File: config.mk
export PLATFORM = sky130hd
export DESIGN_NAME = cp_tile_sequencer
export DESIGN_NICKNAME = d
export VERILOG_FILES = /design/src/rtl/cp_pkg.sv /design/src/rtl/cp_pos_counter.sv /design/src/rtl/cp_tile_sequencer.sv
export SDC_FILE = /design/constraint.sdc
export NUM_CORES = 1
export LEC_CHECK = 0
export BUFFER_PORTS_ARGS = -buffer_cell sky130_fd_sc_hd__buf_2
export CAP_MARGIN = 10
export CORE_MARGIN = 2
export CORE_UTILIZATION = 50
export DETAILED_ROUTE_END_ITERATION = 8
export GPL_TIMING_DRIVEN = 0
export PLACE_DENSITY = 0.73
export RECOVER_POWER = 25
export SETUP_SLACK_MARGIN = 0.05
export SLEW_MARGIN = 20
export SYNTH_ARGS = -nofsm -noshare
export SYNTH_HDL_FRONTEND = slang
export SYNTH_HIERARCHICAL = 1
export SYNTH_SLANG_ARGS = --single-unit
File: constraint.sdc
create_clock -name clock_i -period 8 [get_ports clock_i]
set_input_delay 1.2 -clock clock_i [delete_from_list [all_inputs] [get_ports clock_i]]
set_output_delay 1.2 -clock clock_i [all_outputs]
set_load 0.01 [all_outputs]
File: src/rtl/cp_pkg.sv
// Shared definitions for the convolution-processor tile sequencer and its cpState consumers.
package cp_pkg;

  localparam int CP_DIM_W = 8;
  localparam int CP_BLK_W = 6;

  typedef enum logic [2:0] {
    IDLE    = 3'd0,
    WEIGHTS = 3'd1,
    DATA    = 3'd2,
    RESULT  = 3'd3,
    NEXT    = 3'd4,
    DONE    = 3'd5
  } cp_state_e;

endpackage

File: src/rtl/cp_pos_counter.sv
// Raster-order output position counter (column fastest) with a last-position flag.
module cp_pos_counter import cp_pkg::*; #(
  parameter int DIM_W = CP_DIM_W
) (
  input  logic             clock_i,
  input  logic             reset_i,
  input  logic             clear_i,
  input  logic             advance_i,
  input  logic [DIM_W-1:0] rows_m1_i,
  input  logic [DIM_W-1:0] cols_m1_i,
  output logic [DIM_W-1:0] row_o,
  output logic [DIM_W-1:0] col_o,
  output logic             last_o
);

  logic [DIM_W-1:0] row_q, row_d;
  logic [DIM_W-1:0] col_q, col_d;
  logic             col_more, row_more;

  // Bounds are stored as (size - 1) so a full-scale dimension never overflows.
  assign col_more = (col_q < cols_m1_i);
  assign row_more = (row_q < rows_m1_i);

  always_comb begin
    row_d = row_q;
    col_d = col_q;
    if (clear_i) begin
      row_d = '0;
      col_d = '0;
    end else if (advance_i) begin
      if (col_more) begin
        col_d = col_q + DIM_W'(1);
      end else if (row_more) begin
        col_d = '0;
        row_d = row_q + DIM_W'(1);
      end
    end
  end

  always_ff @(posedge clock_i) begin
    if (reset_i) begin
      row_q <= '0;
      col_q <= '0;
    end else begin
      row_q <= row_d;
      col_q <= col_d;
    end
  end

  assign row_o  = row_q;
  assign col_o  = col_q;
  assign last_o = !col_more && !row_more;

endmodule

File: src/rtl/cp_tile_sequencer.sv
// IDLE wait start | WEIGHTS fetch block weights | DATA send window | RESULT collect result
// NEXT advance position/block | DONE emit image_done
module cp_tile_sequencer import cp_pkg::*; #(
  parameter int DIM_W = CP_DIM_W,
  parameter int BLK_W = CP_BLK_W
) (
  input  logic             clock_i,
  input  logic             reset_i,
  input  logic             start_i,
  input  logic [DIM_W-1:0] img_rows_i,
  input  logic [DIM_W-1:0] img_cols_i,
  input  logic [BLK_W-1:0] num_blocks_i,
  output logic             busy_o,
  output logic             w_req_o,
  input  logic             w_ack_i,
  output logic [BLK_W-1:0] w_blk_o,
  output logic             d_req_o,
  input  logic             d_ack_i,
  output logic [DIM_W-1:0] d_row_o,
  output logic [DIM_W-1:0] d_col_o,
  input  logic             r_valid_i,
  output logic             r_ready_o,
  output logic             weights_pulled_o,
  output logic             data_sent_o,
  output logic             block_done_o,
  output logic             image_done_o
);

  cp_state_e        state_q, state_d;
  logic [DIM_W-1:0] rows_m1_q, cols_m1_q;
  logic [BLK_W-1:0] blks_m1_q, blk_q;
  logic             busy_q;
  logic             wp_q, wp_d, ds_q, ds_d, bd_q, bd_d, id_q, id_d;
  logic             accept, cfg_zero, pos_clr, pos_adv, pos_last, blk_inc;

  assign accept   = (state_q == IDLE) && start_i;
  assign cfg_zero = (img_rows_i == '0) || (img_cols_i == '0) || (num_blocks_i == '0);

  always_comb begin
    state_d = state_q;
    wp_d    = 1'b0;
    ds_d    = 1'b0;
    bd_d    = 1'b0;
    id_d    = 1'b0;
    pos_clr = 1'b0;
    pos_adv = 1'b0;
    blk_inc = 1'b0;
    case (state_q)
      IDLE: begin
        if (start_i) begin
          pos_clr = 1'b1;
          state_d = cfg_zero ? DONE : WEIGHTS;
        end
      end
      WEIGHTS: begin
        if (w_ack_i) begin
          wp_d    = 1'b1;
          state_d = DATA;
        end
      end
      DATA: begin
        if (d_ack_i) begin
          ds_d    = 1'b1;
          state_d = RESULT;
        end
      end
      RESULT: begin
        if (r_valid_i) state_d = NEXT;
      end
      NEXT: begin
        if (!pos_last) begin
          pos_adv = 1'b1;
          state_d = DATA;
        end else begin
          bd_d = 1'b1;
          if (blk_q < blks_m1_q) begin
            blk_inc = 1'b1;
            pos_clr = 1'b1;
            state_d = WEIGHTS;
          end else begin
            state_d = DONE;
          end
        end
      end
      DONE: begin
        id_d    = 1'b1;
        state_d = IDLE;
      end
      default: state_d = IDLE;
    endcase
  end

  always_ff @(posedge clock_i) begin
    if (reset_i) begin
      state_q   <= IDLE;
      rows_m1_q <= '0;
      cols_m1_q <= '0;
      blks_m1_q <= '0;
      blk_q     <= '0;
      busy_q    <= 1'b0;
      wp_q      <= 1'b0;
      ds_q      <= 1'b0;
      bd_q      <= 1'b0;
      id_q      <= 1'b0;
    end else begin
      state_q <= state_d;
      wp_q    <= wp_d;
      ds_q    <= ds_d;
      bd_q    <= bd_d;
      id_q    <= id_d;
      if (accept) begin
        rows_m1_q <= img_rows_i - DIM_W'(1);
        cols_m1_q <= img_cols_i - DIM_W'(1);
        blks_m1_q <= num_blocks_i - BLK_W'(1);
        blk_q     <= '0;
        busy_q    <= 1'b1;
      end else begin
        if (state_q == DONE) busy_q <= 1'b0;
        if (blk_inc) blk_q <= blk_q + BLK_W'(1);
      end
    end
  end

  cp_pos_counter #(.DIM_W(DIM_W)) u_pos (
    .clock_i   (clock_i),
    .reset_i   (reset_i),
    .clear_i   (pos_clr),
    .advance_i (pos_adv),
    .rows_m1_i (rows_m1_q),
    .cols_m1_i (cols_m1_q),
    .row_o     (d_row_o),
    .col_o     (d_col_o),
    .last_o    (pos_last)
  );

  assign busy_o           = busy_q;
  assign w_req_o          = (state_q == WEIGHTS);
  assign d_req_o          = (state_q == DATA);
  assign r_ready_o        = (state_q == RESULT);
  assign w_blk_o          = blk_q;
  assign weights_pulled_o = wp_q;
  assign data_sent_o      = ds_q;
  assign block_done_o     = bd_q;
  assign image_done_o     = id_q;

endmodule

==> summary by stage, run 1 <==
Cells and area
The final net count is 505. Once layout is complete, the utilization of the core stands at 0.585. In the layout the commonest cells are sky130_fd_sc_hd__buf_2, sky130_fd_sc_hd__dfxtp_1, sky130_fd_sc_hd__nor2_1, sky130_fd_sc_hd__inv_1, sky130_fd_sc_hd__nand2_1. The area growth from synthesis to layout is 15.0%. Of the cells placed in the final design, the portion with a size suffix greater than 1 is 0.156.

The repair_antennas step left the layout with diodes totalling 0.

Place
Routability-driven placement finished with a final weighted congestion of 0.846. The number of buffer cells added on primary ports is 57. The half-perimeter wire length of the detailed placement result is between 5000 and 6000 um. The worst-case setup slack after placement is 4310 ps.

Power
Summed over all cells, the static leakage comes to 1.53 nW. Across the VDD grid, the largest voltage drop is 162 uV. The total power consumption of the routed design is 823 uW. Power spread over the standard cell area amounts to 224 mW/mm^2.

STA
The number of endpoints with negative hold slack in the final report is 0. The aggregate negative setup slack is 0 ps. The worst relative slew slack is 0.451. The transition time of the tightest slew-check pin is ~810 ps. The worst path needs approximately 3700 ps of the cycle, external delays included.

The final worst setup slack is 4270 ps. Setup repair after global routing left no endpoint under its margin. The final count of pins violating max slew is 0. The maximum frequency from static timing analysis is 268 MHz. The ratio of final minimum period to clock period is 0.467. The setup violation total in the final timing report is 0. The clock tree skew after final layout is 6.31 ps.

Synth
The dominant synthesized flop cell is sky130_fd_sc_hd__dfxtp_1. The warning count from the yosys run is 6. The post-synthesis register bit count is 52.

The number of different library cells in the post-synthesis netlist is 52. The area share of the leading cell type in the synthesized netlist is 0.326. Sorting the synthesized cells by area gives the leading types as sky130_fd_sc_hd__dfxtp_1, sky130_fd_sc_hd__ha_1, sky130_fd_sc_hd__a211oi_1, sky130_fd_sc_hd__nor2_1, sky130_fd_sc_hd__inv_1.

The synthesized design spends more area on one cell type than any other, namely sky130_fd_sc_hd__dfxtp_1. Synthesis handed over a netlist of 385 instances. The netlist area before placement is 0.00320 mm^2. Of the synthesized area, sequential elements account for 0.326. A synthesized cell averages 8.30 um^2.

Counting flops with a built-in enable in the synthesized netlist gives 0. Of all flip-flops after synthesis, the portion carrying an async set or reset was 0. The post-synth net total is 441.

Floorplanning
The y dimension of the die is 83.9 um. The initial core utilization is 0.509. The floorplan die area is 0.00705 mm^2.

The floorplan has 29 rows. In this run the standard cell core region covers 0.00628 mm^2. The count of boundary I/O pins is a little under 60. In this run the horizontal extent of the chip is 83.9 um.

Drt
In this run the remaining antenna-violating nets after routing total 0. The pre-antenna-repair detailed-routing pass consisted of 4 iterations. The DRC violations left is 0. The via count of the routed design is 2905. The average detailed-routed wire length per instance is 13.7 um. The final layout contains routed wiring with a total length of 7230 um. In the routed layout, each cell is associated on average with a via count of approximately 5.5. The number of DRC markers in iteration 0 is about 130.

Clock network
The clock transition time at the flip-flop clock pins of the worst setup and hold paths is 90 ps. The post-cts hold buffer count is 0. The clock tree synthesis step divided the H-tree into 2 levels. Clock tree synthesis found a total of 52 sinks. The maximum number of buffers from clock root to sink is 2. The clock tree from TritonCTS is yes. The quantity of gates resized following cts is 0.

The clock insertion delay at the later pin of the skew report is between 300 and 400 ps. Clock tree synthesis inserted a total of 5 buffers. CTS placed an instance of sky130_fd_sc_hd__clkbuf_8 at the clock tree root.

After clock tree synthesis, the setup repair step added 0 buffers.

Global routing
The total global-route track usage is 0.215. The via count of the first global-routing pass came to about 2800. The first global-routing pass estimated between 10000 and 15000 um of wire.

The total grt overflow is 0. Entering global routing, the biggest net connects 16 pins. The number of antenna violations at the first check in global routing is 0.

Status
The run finished with clean final reports.

Setup path
The kind of critical path is reg2reg. Along the worst path, the maximum fanout reaches 10. The element type at the critical path start is a flop. The required time at the worst-slack endpoint is a little over 8000 ps. STA classifies the critical path endpoint as a flop. At the worst endpoint, the arrival time is 3930 ps.

Min path
The kind of path behind the tightest hold check is reg2reg.

Job
The number of max-capacitance violations reported is 0.
-- flip-flops by register name, indices dropped and copies added (netlist names), 3 cells and up --
name / count
cols_m1_q: 8
rows_m1_q: 8
u_pos/col_o: 8
u_pos/row_o: 8
blks_m1_q: 6
w_blk_o: 6
state_q: 3
-- metal layers --
layer  share of wire  vias to the layer above  GRT usage
met5               0                        -          0
met4          0.0087                        0     0.0484
met3           0.046                        5     0.0376
met2            0.47                       63      0.364
met1            0.48                     1346      0.287
li1                -                     1491          -
-- layout make-up --
type | count | area [um^2]
inverter | 36 | 135
sequential | 52 | 1040
clock inverter | 2 | 35.0
fill | 602 | 2600
clock buffer | 6 | 72.6
tap | 77 | 96.3
timing repair buffer | 57 | 277
buffer | 16 | 81.3
multi-input combinational | 281 | 1940
-- worst paths after layout --
check                           slack (ps)    startpoint  cells after the start              to
worst max-delay path                  4270  rows_m1_q[7]                     15  u_pos/col_o[6]
worst min-delay path                   500  rows_m1_q[4]                      2    rows_m1_q[4]
worst max register to register        4270  rows_m1_q[7]                     15  u_pos/col_o[6]
worst min register to register         500  rows_m1_q[4]                      2    rows_m1_q[4]
-- report_power, final --
part	switching [mW]	leakage [nW]	internal, mW
Sequential	0.0241	0.425	0.300
Combinational	0.194	1.05	0.124
Clock	0.0885	0.0552	0.0930
Total	0.306	1.53	0.517
-- kinds of logic (layout without fill, tap and decap cells) --
logic type / count (synthesis) / count (layout) / synth area share
AOI/OAI and AO/OA: 73 / 73 / 0.166
xor gates and xnor gates: 17 / 17 / 0.0466
adders and majority gates: 28 / 28 / 0.110
buffers and inverters: 52 / 117 / 0.0685
DFF: 52 / 52 / 0.326
muxes: 12 / 12 / 0.0376
and+or+nand+nor: 151 / 151 / 0.246
-- stage by stage --
stage	area (um^2)	cells	hold slack [ps]
3_5_place_dp	3580	519	494
2_1_floorplan	3200	385	474
6_report	3670	527	501
5_1_grt	3670	527	534
3_3_place_gp	3580	519	489
4_1_cts	3680	527	507
-- cell usage after synthesis (all sizes together), types with 12 or more instances --
cell,n
a21oi,12
nand2,33
nand3,15
inv,36
dfxtp,52
o21ai,18
mux2i,12
ha,28
a211oi,24
nor2,42
or3,13
-- critical path: stages (launching register included) --
cell and delay, ps:
sky130_fd_sc_hd__dfxtp_1 340, sky130_fd_sc_hd__inv_1 60, sky130_fd_sc_hd__ha_1 320, sky130_fd_sc_hd__nand4_1 140, sky130_fd_sc_hd__o31ai_2 610, sky130_fd_sc_hd__nor2_1 90, sky130_fd_sc_hd__nor2_1 280, sky130_fd_sc_hd__nand4bb_4 180
sky130_fd_sc_hd__a311oi_2 260, sky130_fd_sc_hd__o21ai_1 130, sky130_fd_sc_hd__buf_6 160, sky130_fd_sc_hd__nand2b_1 250, sky130_fd_sc_hd__nor2_1 230, sky130_fd_sc_hd__clkbuf_1 290, sky130_fd_sc_hd__nand3_1 160, sky130_fd_sc_hd__o21ai_0 100
No activity file was read; power rests on OpenSTA's default activity.
==> inputs of run 2 (changes only) <==
PLACE_DENSITY = 0.76   (was 0.73)
clock period = 3.06 ns   (was 8 ns; I/O delays follow)
==> run 2 against run 1 <==
Effect of this change:
- cell count up 0.95%
- clock skew down 2.4 ps
- via count rose by 2.9%
- total power rose to 2.7 times the previous value
- die area stayed put
- final area rose by 3.0%
- sequential power rose to 2.6 times the previous value
- register-to-register slack worse by 4100 ps
- fmax rose by 28%
- setup slack lost 4100 ps
- count of clock-buffer cells in the layout rose by 2
- utilization grew 1.7 points
- critical endpoint is now u_pos/row_o[7]
==> summary by stage, run 2 (synthesis gave the netlist of run 1 again) <==
Status
The flow ran to the end, and the final reports show no timing, DRC or antenna violations.

Floorplanning
The count of standard-cell rows came to 29 (unchanged). The y dimension of the die is 83.9 um (unchanged). The area of the core came to 0.00628 mm^2 (unchanged). The initial core utilization was 0.509 (unchanged). The count of boundary I/O pins came to 58 (unchanged). The floorplan die area came to 0.00705 mm^2 (unchanged). The horizontal extent of the die was 83.9 um (unchanged).

Global routing
The maximum number of pins on one net before global-route repair is 15 (-1). The total global-route track usage is 0.209 (-0.00658). The total grt overflow came to 0 (unchanged). The via count of the first global-routing pass is 2700 (-2.7%). The first-pass GRT wire length is 12200 um (-3.1%). The number of antenna violations at the first check in global routing was 0 (unchanged).

Drt
The total iterations of the first detailed-routing run is 4 (unchanged). The average detailed-routed wire length per instance is 14.5 um (+5.3%). The DRC violations left is 0 (unchanged).

The routed wire length is 7690 um (+6.3%). The remaining antenna violation count after routing came to 0 (unchanged). The detail-routed via count per cell is 5.62 (+2.0%). The via count of the routed design was 2990 (+2.9%). The number of DRC markers in iteration 0 is 107 (-14%).

Clock network
The cell at the root of the clock tree is sky130_fd_sc_hd__clkbuf_8. TritonCTS built the clock tree. The clock transition time at the flip-flop clock pins of the worst setup and hold paths was 90 ps (about the same).

The maximum number of buffers from clock root to sink is 2 (unchanged). The clock buffer count from CTS is 5 (unchanged). The post-cts hold buffer count was 0 (unchanged). The number of H-tree levels is 2 (unchanged). The clock sink count is 52 (unchanged). The clock insertion delay at the later pin of the skew report is 300 ps (about the same).

STA
Setup repair after global routing could not meet its margin everywhere. The setup violation total in the final timing report is 0 (unchanged). The worst hold slack is 362 ps (-139 ps). The final critical path time including I/O delays and setup came to 2920 ps (-817 ps). The ratio of final minimum period to clock period was 0.953 (+0.486). The aggregate negative setup slack is 0 ps (unchanged). The clock tree skew after final layout is 3.95 ps (-2.36 ps). The number of endpoints with negative hold slack in the final report is 0 (unchanged).

The transition time of the tightest slew-check pin is 526 ps (-286 ps). The final count of pins violating max slew is 0 (unchanged). The maximum frequency from static timing analysis is 343 MHz (+28%). The worst relative slew slack was 0.649 (+0.198).

Setup path
The peak fanout along the critical path is 10 (unchanged). The critical path starts at cols_m1_q[5]. The data arrival time of the critical path was 3150 ps (-780 ps). The worst setup path is captured at a flop. The critical-path cell with the highest stage delay is sky130_fd_sc_hd__nor4b_4. In this run the critical register-to-register path is launched from cols_m1_q[5]. The longest individual stage delay on the worst path came to 390 ps (-220 ps). STA classifies the critical path startpoint as a flop.

The setup path with the least slack is of type reg2reg. The critical path goes through inv_1 -> ha_1 -> a211oi_1 -> o21bai_2 -> a21oi_4 -> buf_6 -> nor2_4 -> nor4b_4 -> and3_1 -> nand4_1 -> nor4_1 -> mux2i_1. The required time at the worst-slack endpoint was 3300 ps (-4890 ps).

Power
The total power consumption of the routed design is 2.21 mW (+170%). The power density relative to cell area is 584 mW/mm^2 (+160%). The sequential share of power came to 0.385 (-0.008).

The power share of the combinational group is 0.429 (+0.043). The static leakage is 1.54 nW (+0.68%). The relative contribution of the clock network to total power is 0.186 (-0.035). The internal power consumption is 1.35 mW (+160%). The net switching power figure is 862 uW (+180%). The switching part of the total is 0.390 (+0.0178). The worst voltage drop across the vdd grid was 348 uV (+120%).

Cells and area
From synthesis to final layout, the design area changed by 18.4%. The area of the multi-input gates is 0.00202 mm^2 (+4.5%). The final net count is 510 (+0.99%). The sequential cell area in the final layout was 0.00104 mm^2 (+0.12%). Leaving out fill and tap cells, the most frequent cells in the layout are sky130_fd_sc_hd__dfxtp_1, sky130_fd_sc_hd__buf_2, sky130_fd_sc_hd__nor2_1, sky130_fd_sc_hd__inv_1, sky130_fd_sc_hd__nand2_1. The number of inserted filler cells in the final layout is 550 (-8.6%).

The layout cell share with drive strength beyond 1 is 0.180 (+0.0247). The antenna cell count is 0 (unchanged). The most common library cell in the layout ignoring fill and taps is sky130_fd_sc_hd__dfxtp_1. The non-filler instance count after layout is 532 (+0.95%).

Min path
The kind of path behind the tightest hold check is in2reg. The startpoint identified for the worst hold timing path is num_blocks_i[0].

Place
The number of buffer cells added on primary ports is 57 (unchanged). The cell count after placement is 519 (unchanged). The half-perimeter wire length of the detailed placement result is 5530 um (about the same). The weighted congestion at the end of routability-driven global placement is 0.832 (-1.7%).

Job
The number of max-capacitance violations reported is 0 (unchanged).
run 2: cell count changes in the layout (fill, tap and decap cells not counted), moves of 2 or more:
cell / change
sky130_fd_sc_hd__buf_2: -8
sky130_fd_sc_hd__buf_4: +6
sky130_fd_sc_hd__clkbuf_1: +6
sky130_fd_sc_hd__nor2_1: -4
sky130_fd_sc_hd__nor2_2: +2
sky130_fd_sc_hd__nor2_4: +2
sky130_fd_sc_hd__o21ai_1: -2
run 2: metrics by stage:
step                      utilization  cell area [um^2]  setup WS [ps]
after detailed placement        0.570              3580           -601
after floorplan                     -              3200           80.9
after CTS                       0.597              3740           42.9
after global placement          0.570              3580           -547
after global routing            0.603              3780           6.57
final                           0.603              3780            143
run 2: final cells by class:
type                            count  share of cell area
Inverter                           36              0.0357
Timing Repair Buffer               62              0.0801
Multi-Input combinational cell    281               0.535
Clock buffer                        8              0.0238
Sequential cell                    52               0.276
Tap cell                           77              0.0255
Buffer                             16              0.0248
run 2: power groups by stage:
stage	registers [mW]	clock network (mW)	logic, mW
2_1_floorplan	0.850	0	0.631
3_3_place_gp	0.858	0	0.804
3_5_place_dp	0.862	0	0.832
4_1_cts	0.849	0.416	0.890
5_1_grt	0.866	0.446	1.04
6_report	0.850	0.411	0.949
run 2: worst paths after layout:
kind	endpoint	slack, ps	cells after the start
worst max-delay path	u_pos/row_o[7]	140	12
worst min-delay path	blks_m1_q[0]	360	2
worst max register to register	u_pos/row_o[7]	140	12
worst min register to register	rows_m1_q[4]	510	2
run 2: timing repair:
action                                 in CTS  in global routing
endpoints found under the hold margin       0                  0
setup buffers                               3                  2
pin swaps                                   2                  9
gates resized for setup                    13                 15
setup endpoints to repair                  19                 17
run 2: metal layers:
layer / global-route usage / routed length [um] / vias up
met3: 0.0277 / 324 / 6
li1: - / - / 1499
met2: 0.350 / 3800 / 75
met1: 0.282 / 3510 / 1410
met4: 0.0572 / 53 / 0
met5: 0 / 0 / -
run 2: worst max-delay path, delay by kind of cell, from the launching register on:
family,cells,cell delay (ps)
AND/OR/NAND/NOR,5,1100
AO/OA/AOI/OAI,3,650
flip-flops,1,350
adder cells (fa/ha/maj),1,320
buffers and inverters,2,230
multiplexers,1,220
